==> config.mk <==
export PLATFORM = sky130hd
export DESIGN_NAME = mem_arbiter_2x1
export DESIGN_NICKNAME = d
export VERILOG_FILES = /design/src/rtl/mem_arbiter_2x1.sv
export SDC_FILE = /design/constraint.sdc
export NUM_CORES = 1
export LEC_CHECK = 0
export CAP_MARGIN = 20
export CORE_AREA = 2 2 131 196
export CTS_CLUSTER_SIZE = 25
export DETAILED_ROUTE_END_ITERATION = 6
export DIE_AREA = 0 0 133 198
export GPL_TIMING_DRIVEN = 0
export MAX_ROUTING_LAYER = met4
export SLEW_MARGIN = 40
export SYNTH_ARGS = -nofsm -noshare
export SYNTH_HDL_FRONTEND = slang
export SYNTH_SLANG_ARGS = --single-unit
==> constraint.sdc <==
create_clock -name clk -period 4.6 [get_ports clk]
set_input_delay 0.92 -clock clk [delete_from_list [all_inputs] [get_ports clk]]
set_output_delay 0.92 -clock clk [all_outputs]
set_load 0.005 [all_outputs]
==> src/rtl/mem_arbiter_2x1.sv <==
// Two-port round-robin arbiter sharing one single-ported cache memory.
// One operation in flight; memory command and responses come from registered state.
module mem_arbiter_2x1 #(
    parameter int unsigned XLEN    = 32,
    parameter int unsigned TIMEOUT = 15
) (
    input  logic            clk,
    input  logic            rst,
    input  logic            req0_v,
    output logic            req0_ready,
    input  logic            req0_we,
    input  logic [31:0]     req0_adr,
    input  logic [XLEN-1:0] req0_data,
    input  logic [3:0]      req0_strobe,
    output logic            rsp0_v,
    output logic [XLEN-1:0] rsp0_data,
    output logic            rsp0_err,
    input  logic            req1_v,
    output logic            req1_ready,
    input  logic            req1_we,
    input  logic [31:0]     req1_adr,
    input  logic [XLEN-1:0] req1_data,
    input  logic [3:0]      req1_strobe,
    output logic            rsp1_v,
    output logic [XLEN-1:0] rsp1_data,
    output logic            rsp1_err,
    output logic            mem_r_v,
    output logic            mem_w_v,
    output logic [31:0]     mem_adr,
    output logic [XLEN-1:0] mem_data,
    output logic [3:0]      mem_strobe,
    input  logic [XLEN-1:0] mem_resp,
    input  logic            mem_resp_valid,
    input  logic            mem_resp_error
);
    localparam int unsigned CW = $clog2(TIMEOUT + 1);
    localparam logic [CW-1:0] CNT_MAX = CW'(TIMEOUT);

    typedef enum logic [1:0] {IDLE, ISSUE, WAIT_RD, RESP} state_t;

    state_t            state, state_d;
    logic              last_grant;
    logic              port_q, we_q, err_q;
    logic [31:0]       adr_q;
    logic [XLEN-1:0]   data_q, rdata_q;
    logic [3:0]        strb_q;
    logic [CW-1:0]     cnt;
    logic [XLEN-1:0]   hold0_data, hold1_data;
    logic              hold0_err, hold1_err;
    logic              grant1, hs0, hs1;

    always_comb begin
        grant1     = req1_v && (!req0_v || !last_grant);
        req0_ready = (state == IDLE) && req0_v && !grant1;
        req1_ready = (state == IDLE) && grant1;
        hs0        = req0_v && req0_ready;
        hs1        = req1_v && req1_ready;

        state_d = state;
        case (state)
            IDLE:    if (hs0 || hs1) state_d = ISSUE;
            ISSUE:   state_d = we_q ? RESP : WAIT_RD;
            WAIT_RD: if (mem_resp_valid || cnt == CNT_MAX) state_d = RESP;
            RESP:    state_d = IDLE;
            default: state_d = IDLE;
        endcase
    end

    always_ff @(posedge clk) begin
        if (rst) begin
            state      <= IDLE;
            last_grant <= 1'b1;
            port_q     <= 1'b0;
            we_q       <= 1'b0;
            err_q      <= 1'b0;
            adr_q      <= '0;
            data_q     <= '0;
            rdata_q    <= '0;
            strb_q     <= '0;
            cnt        <= '0;
            hold0_data <= '0;
            hold1_data <= '0;
            hold0_err  <= 1'b0;
            hold1_err  <= 1'b0;
        end else begin
            state <= state_d;
            case (state)
                IDLE: if (hs0 || hs1) begin
                    port_q     <= hs1;
                    last_grant <= hs1;
                    we_q       <= hs1 ? req1_we     : req0_we;
                    adr_q      <= hs1 ? req1_adr    : req0_adr;
                    data_q     <= hs1 ? req1_data   : req0_data;
                    strb_q     <= hs1 ? req1_strobe : req0_strobe;
                end
                ISSUE: begin
                    err_q   <= mem_resp_error;
                    cnt     <= '0;
                    rdata_q <= '0;
                end
                WAIT_RD: begin
                    if (mem_resp_valid) begin
                        rdata_q <= mem_resp;
                    end else if (cnt == CNT_MAX) begin
                        err_q   <= 1'b1;
                        rdata_q <= '0;
                    end else begin
                        cnt <= cnt + 1'b1;
                    end
                end
                RESP: begin
                    if (port_q) begin
                        hold1_data <= rdata_q;
                        hold1_err  <= err_q;
                    end else begin
                        hold0_data <= rdata_q;
                        hold0_err  <= err_q;
                    end
                end
                default: ;
            endcase
        end
    end

    // Response fields show the live result during RESP and keep it afterwards.
    always_comb begin
        rsp0_v     = (state == RESP) && !port_q;
        rsp1_v     = (state == RESP) && port_q;
        rsp0_data  = rsp0_v ? rdata_q : hold0_data;
        rsp0_err   = rsp0_v ? err_q   : hold0_err;
        rsp1_data  = rsp1_v ? rdata_q : hold1_data;
        rsp1_err   = rsp1_v ? err_q   : hold1_err;
        mem_r_v    = (state == ISSUE) && !we_q;
        mem_w_v    = (state == ISSUE) && we_q;
        mem_adr    = adr_q;
        mem_data   = data_q;
        mem_strobe = strb_q;
    end
endmodule

==> impl_results.md, run 1 <==
* Global-route wire length before repair at 40000 um
* Proportion of netlist area held by the largest area contributor at roughly 47%
* Quantity of gates resized following cts at 0
* Final setup violation count at 0
* Commonest cells in the netlist: dfxtp_1 (176), inv_1 (74), a211oi_1 (71), and3_1 (71), a221oi_1 (69)
* Start point of the critical path: req1_v
* Number of buffers inserted by port buffering at ~310
* Clock sinks at approximately 180
* Hold Worst Slack at ~0.47 ns
* Crit path capture type: primary output
* Area of the mapped netlist at between 7000 and 8000 um^2
* Syn_nets at between 900 and 1000
* Series of cell instances along the critical path: clkdlybuf4s50_1 > and2_1 > buf_2 > nand2_1 > inv_2 > buf_2 > clkdlybuf4s50_1
* Count of final hold-check violations at 0
* Setup skew after layout at between 0.007 and 0.008 ns
* Root Buffer: clkbuf_16
* Pwr dens at between 400 and 500 nW/um^2
* Worst path top cell family by delay: buffers and inverters
* Most repeated cell in the gate-level netlist after synthesis: dfxtp_1
* Final cycle utilization of the critical path at approximately 82%
* Synthesized netlist cell count at between 700 and 800
* Max-slew headroom at between 60% and 70%
* Yosys warning count at 0
* Top post-synthesis cells by area: dfxtp_1 (47%), a221oi_1 (8.0%), a211oi_1 (7.1%)
* Worst R2R Setup Slack at 2.39 ns
* Setup repair bufs after CTS at 0
* Number of hold buffers added after cts at 0
* Critical Path Start Type: input pin
* Sequential element share of the synthesized area at 46.8%
* Horiz. Die Dim at 133 um
* Detail-routed net length per standard cell at between 15 and 20 um
* Total Die Area at 26300 um^2
* Placed Instances at around 1400
* Mean area per synthesized cell at between 9 and 10 um^2
* Beginning of the worst register-to-register path: state[0]
* Total power at 5.15 mW
* Total wire length after detailed routing at around 26000 um
* Number of flops mapped to enable cells by yosys at 0
* Number of stages on the worst hold path at 2
* Diodes inserted at 0
* Violation count after the first detailed-route iteration at between 200 and 250
* Routed via count at 7104
* Standard cell with the maximum stage delay on the critical path: clkdlybuf4s50_1
* CP Class: input pin to primary output
* Detailed-route vias per instance at about 5
* Core Region at between 20000 and 25000 um^2
* Area overhead of the layout relative to synthesis at 54.5%
* Min Tclk post-route at approximately 3.8 ns
* Clock Tree Buf Depth at 2
* Layout cells sized above 1 at roughly 9%
* CTS clk-pin slew, worst paths at approximately 0.070 ns
* Endpoint of the worst-slack reg-to-reg timing path: mem_data[18]
* Async S/R FF share, synth at 0%
* Total global routing track utilization at between 20% and 30%
* Remaining number of nets flagged by the antenna check after routing at 0
* Count of maximum capacitance violations at 0
* FF+latch count, synth at 176
* Static leakage power at 4.83 nW
* Placement row count at between 70 and 80
* DR pass1 iterations at 4
* Clock H-tree levels at 4
* Number of buffers created by CTS at 17
* Insertion delay of the later-clocked pin in the worst-skew pair at roughly 0.43 ns
* Worst Max-Slew Pin Slew at ~0.58 ns
* Critical Path Fanout Max at 10
* Post-route core utilization at a little under half
* RePlAce Congestion at a little over 0.8
* Remaining DRCs at 0
* Setup total negative slack at 0 ns
* Worst endpoint required time at 3.68 ns
* Achievable Freq at about 270 MHz
* Synth area leader: dfxtp_1
* Count of pins over their slew limit at 0
* Worst-case hold path end point: port_q
* Launch point of the worst hold path: port_q
* Largest stage delay on the critical path at around 0.54 ns
* Ys flop type: dfxtp_1
* Pin count of the biggest net entering global routing at 17
* Half-perimeter wire length after placement at just under 20000 um
* Status: finished clean
* Clock tree from TritonCTS: yes
* Count of boundary I/O pins at between 300 and 400
* Arrival time reported for the critical path endpoint at about 2.8 ns
* RSZ-0062 raised after global routing: false
* Buffers plus inverters on the worst setup path at 5
* Initial standard-cell utilization of the core at a little under a third
* Overflow after GRT at 0
* Hold/Removal Path Class: flop to flop
* Vias in the first global route at approximately 7300
* FF-to-FF path depth at 7
* Final net count at approximately 1300
* Fill cell total of the finished layout at ~2400
* Count of non-filler cells in the finished layout at approximately 1400
* Antenna violations before repair at 0
* Number of distinct library cells after synthesis at 32
* Peak VDD IR at approximately 0.28 mV
* Vert. Die Dim at about 200 um
## placed cells by master, fill, tap and decap left out, types with 3 or more instances in the layout
cell type        Yosys  routed
clkdlybuf4s50_1      0     314
dfxtp_1            176     176
inv_1               74      74
and3_1              71      71
a211oi_1            71      71
a221oi_1            69      69
and2_1              68      68
clkbuf_1            48      49
mux2_2              37      37
a32o_1              32      32
mux2_1              29      29
buf_2               23      23
clkbuf_16            0      17
nand2_1              8       8
a21oi_1              8       8
buf_4                5       5
nand3_1              5       5
ha_1                 5       5
clkinv_2             0       4
nand2b_1             3       3
nor2b_1              3       3
inv_6                0       3
## report_power, final
group          internal (mW)  switching, mW
logic                  0.917          0.956
registers               1.74          0.137
clock network          0.760          0.635
## per-layer routing
metal	vias up	part of all wire [%]	global-route usage (%)
met1	3372	38	20.9
met3	26	6.8	5.35
met4	0	1.5	5.69
met5	-	0	-
met2	272	54	37.4
li1	3434	-	-
## worst min-delay path, stage by stage, from the launching register on
cell     delay (ns)
dfxtp_1        0.32
nand2_1        0.05
a21oi_1        0.05
## worst max path at each step
stage	endpoint	slack [ns]	cells past startpoint
3_3_place_gp	req1_ready	0.78	7
4_1_cts	req1_ready	0.77	7
6_report	req1_ready	0.84	7
5_1_grt	req1_ready	0.68	7
2_1_floorplan	req0_ready	2.08	4
3_5_place_dp	req1_ready	0.79	7
## registers in the layout, summed over array words and instances, names as in the netlist, 2 cells and up
| register | count |
|---|---|
| cnt | 4 |
| hold0_data | 32 |
| hold1_data | 32 |
| mem_adr | 32 |
| mem_data | 32 |
| mem_strobe | 4 |
| rdata_q | 32 |
| state | 2 |
## metrics by stage
stage               worst slack (ns)  instance area (um^2)
global placement               0.777                 11100
finish                         0.842                 11600
CTS                            0.775                 11600
detailed placement             0.788                 11100
floorplan                       2.08                  7530
global route                   0.680                 11600
## cells by family (layout without fill, tap and decap cells)
group	Yosys count	count (layout)	synth area share [%]
compound gates	187	187	20.6
fa+ha+maj	5	5	0.831
buf+inv	155	500	8.46
flops	176	176	46.8
mux	68	68	10.1
simple gates	163	163	13.2
## cell type report
class	count	area, um^2	share of cell area (%)
multi-input cells	423	3370	29.0
inverters	76	285	2.45
clock inverters	12	109	0.936
repair buffers	314	3140	27.0
well taps	328	410	3.53
flip-flops and latches	176	3520	30.3
clock buffers	19	443	3.81
plain buffers	79	352	3.02
Power figures use the tool's default switching activity.
==> run 2: changes to the inputs <==
clock period = 3.3 ns   (was 4.6 ns; I/O delays follow)
==> impl_results.md, run 2 (synthesized netlist as in run 1, its figures left out) <==
* Worst endpoint required time at ~2.6 ns
* Worst path top cell family by delay: buffers and inverters
* Remaining number of nets flagged by the antenna check after routing at 0
* Arrival time reported for the critical path endpoint at roughly 2.5 ns
* Total placed instance area at ~11000 um^2
* Largest stage delay on the critical path at ~0.46 ns
* Pin count of the biggest net entering global routing at 19
* Clock Tree Buf Depth at 2
* Status: finished clean
* Total global routing track utilization at about a fifth
* Final net count at between 1000 and 1500
* Crit path capture type: primary output
* CP Class: flop to primary output
* Achievable Freq at ~320 MHz
* Pwr dens at 618 nW/um^2
* Area overhead of the layout relative to synthesis at 54.9%
* Vias in the first global route at about 7400
* Min Tclk post-route at roughly 3.1 ns
* Diodes inserted at 0
* Critical Path Start Type: flop
* Most common library cell in the layout ignoring fill and taps: clkdlybuf4s50_1
* Total power at around 7.2 mW
* Commonest cells after routing, fill and taps aside: clkdlybuf4s50_1 (314), dfxtp_1 (176), inv_1 (74)
* Core Region at around 25000 um^2
* Clock sinks at ~180
* Count of maximum capacitance violations at 0
* Hold/Removal Path Class: flop to flop
* Final setup margin at ~0.18 ns
* Total Die Area at approximately 26000 um^2
* RePlAce Congestion at 0.814
* Layout cells sized above 1 at 9.36%
* Root Buffer: clkbuf_16
* Routed via count at between 7000 and 8000
* Insertion delay of the later-clocked pin in the worst-skew pair at roughly 0.43 ns
* Violation count after the first detailed-route iteration at a little under 200
* Final cycle utilization of the critical path at around 95%
* Final instance area at 11700 um^2
* Register area at 3520 um^2
* Horiz. Die Dim at between 100 and 150 um
* Vert. Die Dim at just under 200 um
* Hold Worst Slack at between 0.4 and 0.5 ns
* Critical Path Fanout Max at 10
* Number of buffers inserted by port buffering at 314
* Detail-routed net length per standard cell at about 18 um
* Number of hold buffers added after cts at 0
* Initial standard-cell utilization of the core at between 30% and 40%
* Overflow after GRT at 0
* Area taken by multi-input logic gates at 3370 um^2
* Final setup violation count at 0
* Max-slew headroom at approximately 61%
* Count of final hold-check violations at 0
* Buffers plus inverters on the worst setup path at 2
* Series of cell instances along the critical path: ha_1 > nand2_1 > buf_2 > mux2_2 > clkdlybuf4s50_1
* Peak VDD IR at 0.385 mV
* Count of boundary I/O pins at about 320
* Worst slack after detailed placement at 0.00779 ns
* Total wire length after detailed routing at ~26000 um
* Detailed-route vias per instance at around 5
* Count of pins over their slew limit at 0
* Antenna violations before repair at 0
* Global-route wire length before repair at approximately 40000 um
* Setup total negative slack at 0 ns
* Number of buffers created by CTS at 17
* Static leakage power at 4.84 nW
* CTS clk-pin slew, worst paths at approximately 0.070 ns
* Placement row count at 71
* Standard cell with the maximum stage delay on the critical path: clkdlybuf4s50_1
* RSZ-0062 raised after global routing: false
* Remaining DRCs at 0
* Worst Max-Slew Pin Slew at around 0.59 ns
* Setup skew after layout at about 0.0087 ns
* Fill cell total of the finished layout at around 2400
* Half-perimeter wire length after placement at 19900 um
* Clock tree from TritonCTS: yes
* Clock H-tree levels at 4
* DR pass1 iterations at 4
## run 2: cell types whose count changed in the layout (fill, tap and decap cells not counted), sizes merged
| cell | before | now |
|---|---|---|
| clkinv | 6 | 7 |
| inv | 79 | 78 |
| buf | 31 | 34 |
| clkbuf | 67 | 65 |
## run 2: cell type report
class                   count  area share, %
clock buffers              19           3.80
multi-input cells         423           28.9
plain buffers              76           2.93
inverters                  76           2.49
flip-flops and latches    176           30.2
well taps                 328           3.52
repair buffers            318           27.2
clock inverters            12          0.933
## run 2: final timing paths
| kind | start | end | slack [ns] | depth (start not counted) |
|---|---|---|---|---|
| setup reg to reg | state[0] | mem_data[18] | 1.05 | 10 |
| hold / removal | port_q | port_q | 0.47 | 2 |
| hold reg to reg | port_q | port_q | 0.47 | 2 |
| setup / recovery | state[0] | rsp1_data[16] | 0.18 | 5 |
## run 2: worst reg2reg max path: cells and delay by family, from the launching register on
family                     cells  cell delay, ns
and+or+nand+nor                2            0.34
AOI/OAI and AO/OA              1            0.27
buffers and inverters          6            0.95
adders and majority gates      1            0.20
DFF                            1            0.40
## run 2: power breakdown
group	switching (mW)	total, mW	internal, mW
Clock	0.884	1.94	1.06
Combinational	1.34	2.64	1.30
Sequential	0.190	2.62	2.43
## run 2: what timing repair did
item	in CTS	in global routing
buffers inserted	0	4
setup endpoints to repair	2	30
hold endpoints to repair	0	0
resized for setup	3	2
## run 2: layer usage
metal	track usage [%]	share of wire [%]	vias up
met5	-	0	-
met4	5.77	1.6	0
met3	5.30	6.2	25
met2	37.3	54	249
met1	20.9	39	3435
li1	-	-	3439
## run 2: stage by stage
| step | util, % | instances |
|---|---|---|
| final | 47.1 | 1428 |
| after global routing | 47.1 | 1428 |
| after CTS | 46.9 | 1425 |
| after detailed placement | 44.7 | 1396 |
| after global placement | 44.7 | 1396 |
| after floorplan | - | 754 |
==> run 3: changes to the inputs <==
GPL_TIMING_DRIVEN = 1   (was 0)
clock period = 3.22 ns   (was 3.3 ns; I/O delays follow)
==> impl_results.md, run 3 (synthesized netlist as in run 1, its figures left out) <==
* Count of boundary I/O pins at ~320
* Vias in the first global route at a little under 7000
* Total Die Area at 26300 um^2
* Clock sinks at ~180
* Min Tclk post-route at roughly 2.9 ns
* Antenna violations before repair at 0
* Standard cell with the maximum stage delay on the critical path: clkdlybuf4s50_1
* Beginning of the worst register-to-register path: state[0]
* Setup skew after layout at 0.0119 ns
* Detail-routed net length per standard cell at approximately 18 um
* Vert. Die Dim at approximately 200 um
* Clock Tree Buf Depth at 2
* Worst path top cell family by delay: buffers and inverters
* Area overhead of the layout relative to synthesis at 53.1%
* Root Buffer: clkbuf_16
* Setup total negative slack at 0 ns
* Arrival time reported for the critical path endpoint at about 2.2 ns
* Count of cell instances traversed by the critical path at 5
* Half-perimeter wire length after placement at 15900 um
* Placement row count at just over 70
* Violation count after the first detailed-route iteration at 296
* Clock H-tree levels at 4
* Post-route core utilization at a little under half
* DR pass1 iterations at 4
* Portion of total power attributed to combinational logic at between 30% and 40%
* Layout cells sized above 1 at roughly 9.0%
* Hold/Removal Path Class: flop to flop
* Share of power burned in registers at 35.6%
* Total wire length after detailed routing at between 20000 and 25000 um
* Endpoint of the worst-slack reg-to-reg timing path: rdata_q[14]
* Diodes inserted at 0
* Final setup violation count at 0
* Internal power contribution at approximately 5 mW
* RePlAce Congestion at roughly 0.79
* Number of hold buffers added after cts at 0
* Final cycle utilization of the critical path at between 80% and 90%
* Worst Max-Slew Pin Slew at ~0.85 ns
* Core Region at between 20000 and 25000 um^2
* Pin count of the biggest net entering global routing at around 100
* Final net count at between 1000 and 1500
* Insertion delay of the later-clocked pin in the worst-skew pair at between 0.4 and 0.5 ns
* Largest stage delay on the critical path at around 0.50 ns
* Final setup margin at about 0.35 ns
* FF-to-FF path depth at 6
* Critical path endpoint: rsp1_data[27]
* Switch share at 32.1%
* Number of buffers created by CTS at 17
* Number of buffers inserted by port buffering at roughly 320
* CP Class: flop to primary output
* Crit path capture type: primary output
* Placed Instances at approximately 1300
* Total placed instance area at ~11000 um^2
* Max-slew headroom at approximately 43%
* Clock tree from TritonCTS: yes
* Start point of the critical path: state[0]
* Remaining DRCs at 0
* Horiz. Die Dim at approximately 130 um
* Hold Worst Slack at approximately 0.48 ns
* Total power at 7.51 mW
* Detailed-route vias per instance at 5.00
* Final instance area at 11500 um^2
* Routed via count at roughly 7000
* Commonest cells after routing, fill and taps aside: clkdlybuf4s50_1 (313), dfxtp_1 (176), inv_1 (74)
* Worst slack after detailed placement at 0.520 ns
* Clock group share of total power at roughly 30%
* Count of maximum capacitance violations at 0
* Count of non-filler cells in the finished layout at 1363
* Buffers plus inverters on the worst setup path at 2
* Remaining number of nets flagged by the antenna check after routing at 0
* RSZ-0062 raised after global routing: false
* Worst R2R Setup Slack at 1.17 ns
* Power spent charging and discharging nets at roughly 2.4 mW
* Global-route wire length before repair at approximately 38000 um
* Worst endpoint required time at about 2.6 ns
* Status: finished clean
* Overflow after GRT at 0
* Initial standard-cell utilization of the core at 30.4%
* CTS clk-pin slew, worst paths at 0.06 ns
* Count of pins over their slew limit at 0
* Series of cell instances along the critical path: ha_1 > nand2_2 > buf_12 > mux2_2 > clkdlybuf4s50_1
* Critical Path Start Type: flop
* Static leakage power at approximately 4.8 nW
* Count of final hold-check violations at 0
* Quantity of gates resized following cts at 0
* Total global routing track utilization at between 10% and 20%
* Achievable Freq at roughly 350 MHz
* Peak VDD IR at 0.449 mV
* Critical Path Fanout Max at 34
* Most common library cell in the layout ignoring fill and taps: clkdlybuf4s50_1
* Setup repair bufs after CTS at 0
* Pwr dens at between 600 and 700 nW/um^2
* Fill cell total of the finished layout at 2399
## run 3: cell count changes in the layout (fill, tap and decap cells not counted), moves of 2 or more
cell | before | now
clkbuf_1 | 47 | 0
bufinv_16 | 1 | 4
inv_6 | 3 | 1
buf_2 | 21 | 2
buf_1 | 2 | 0
buf_4 | 10 | 8
clkinv_4 | 3 | 1
buf_12 | 0 | 3
## run 3: worst reg2reg max path: cells and delay by family, from the launching register on
kind / cells / cell delay, ns
compound gates: 2 / 0.70
buf+inv: 2 / 0.51
flops: 1 / 0.34
fa+ha+maj: 1 / 0.27
simple gates: 1 / 0.18
## run 3: area by class of cell
type	count	area (um^2)	area share, %
clock inverter	13	184	1.60
tap	328	410	3.56
inverter	76	285	2.47
multi-input combinational	423	3390	29.4
sequential	176	3520	30.6
timing repair buffer	328	3290	28.5
clock buffer	19	453	3.93
## run 3: power groups by stage
| stage | sequential [mW] | clock (mW) | combinational, mW |
|---|---|---|---|
| finish | 2.67 | 2.24 | 2.59 |
| global route | 2.71 | 2.40 | 2.83 |
| CTS | 2.68 | 2.31 | 2.60 |
| detailed placement | 2.72 | 0 | 2.60 |
| global placement | 2.71 | 0 | 2.58 |
| floorplan | 2.71 | 0 | 1.40 |
## run 3: routing by layer
metal	wire (um)	vias up	track usage [%]
met5	0	-	-
met4	516	0	5.89
met3	1360	23	4.86
met2	12300	232	32.2
met1	10200	3273	21.7
li1	-	3290	-
## run 3: worst min-delay path by stage
stage               startpoint  endpoint  slack, ns  depth (start not counted)
detailed placement      port_q    port_q       0.47                          2
global route            port_q    port_q       0.52                          2
global placement        port_q    port_q       0.48                          2
CTS                     port_q    port_q       0.48                          2
finish                  port_q    port_q       0.48                          2
floorplan               port_q    port_q       0.44                          2
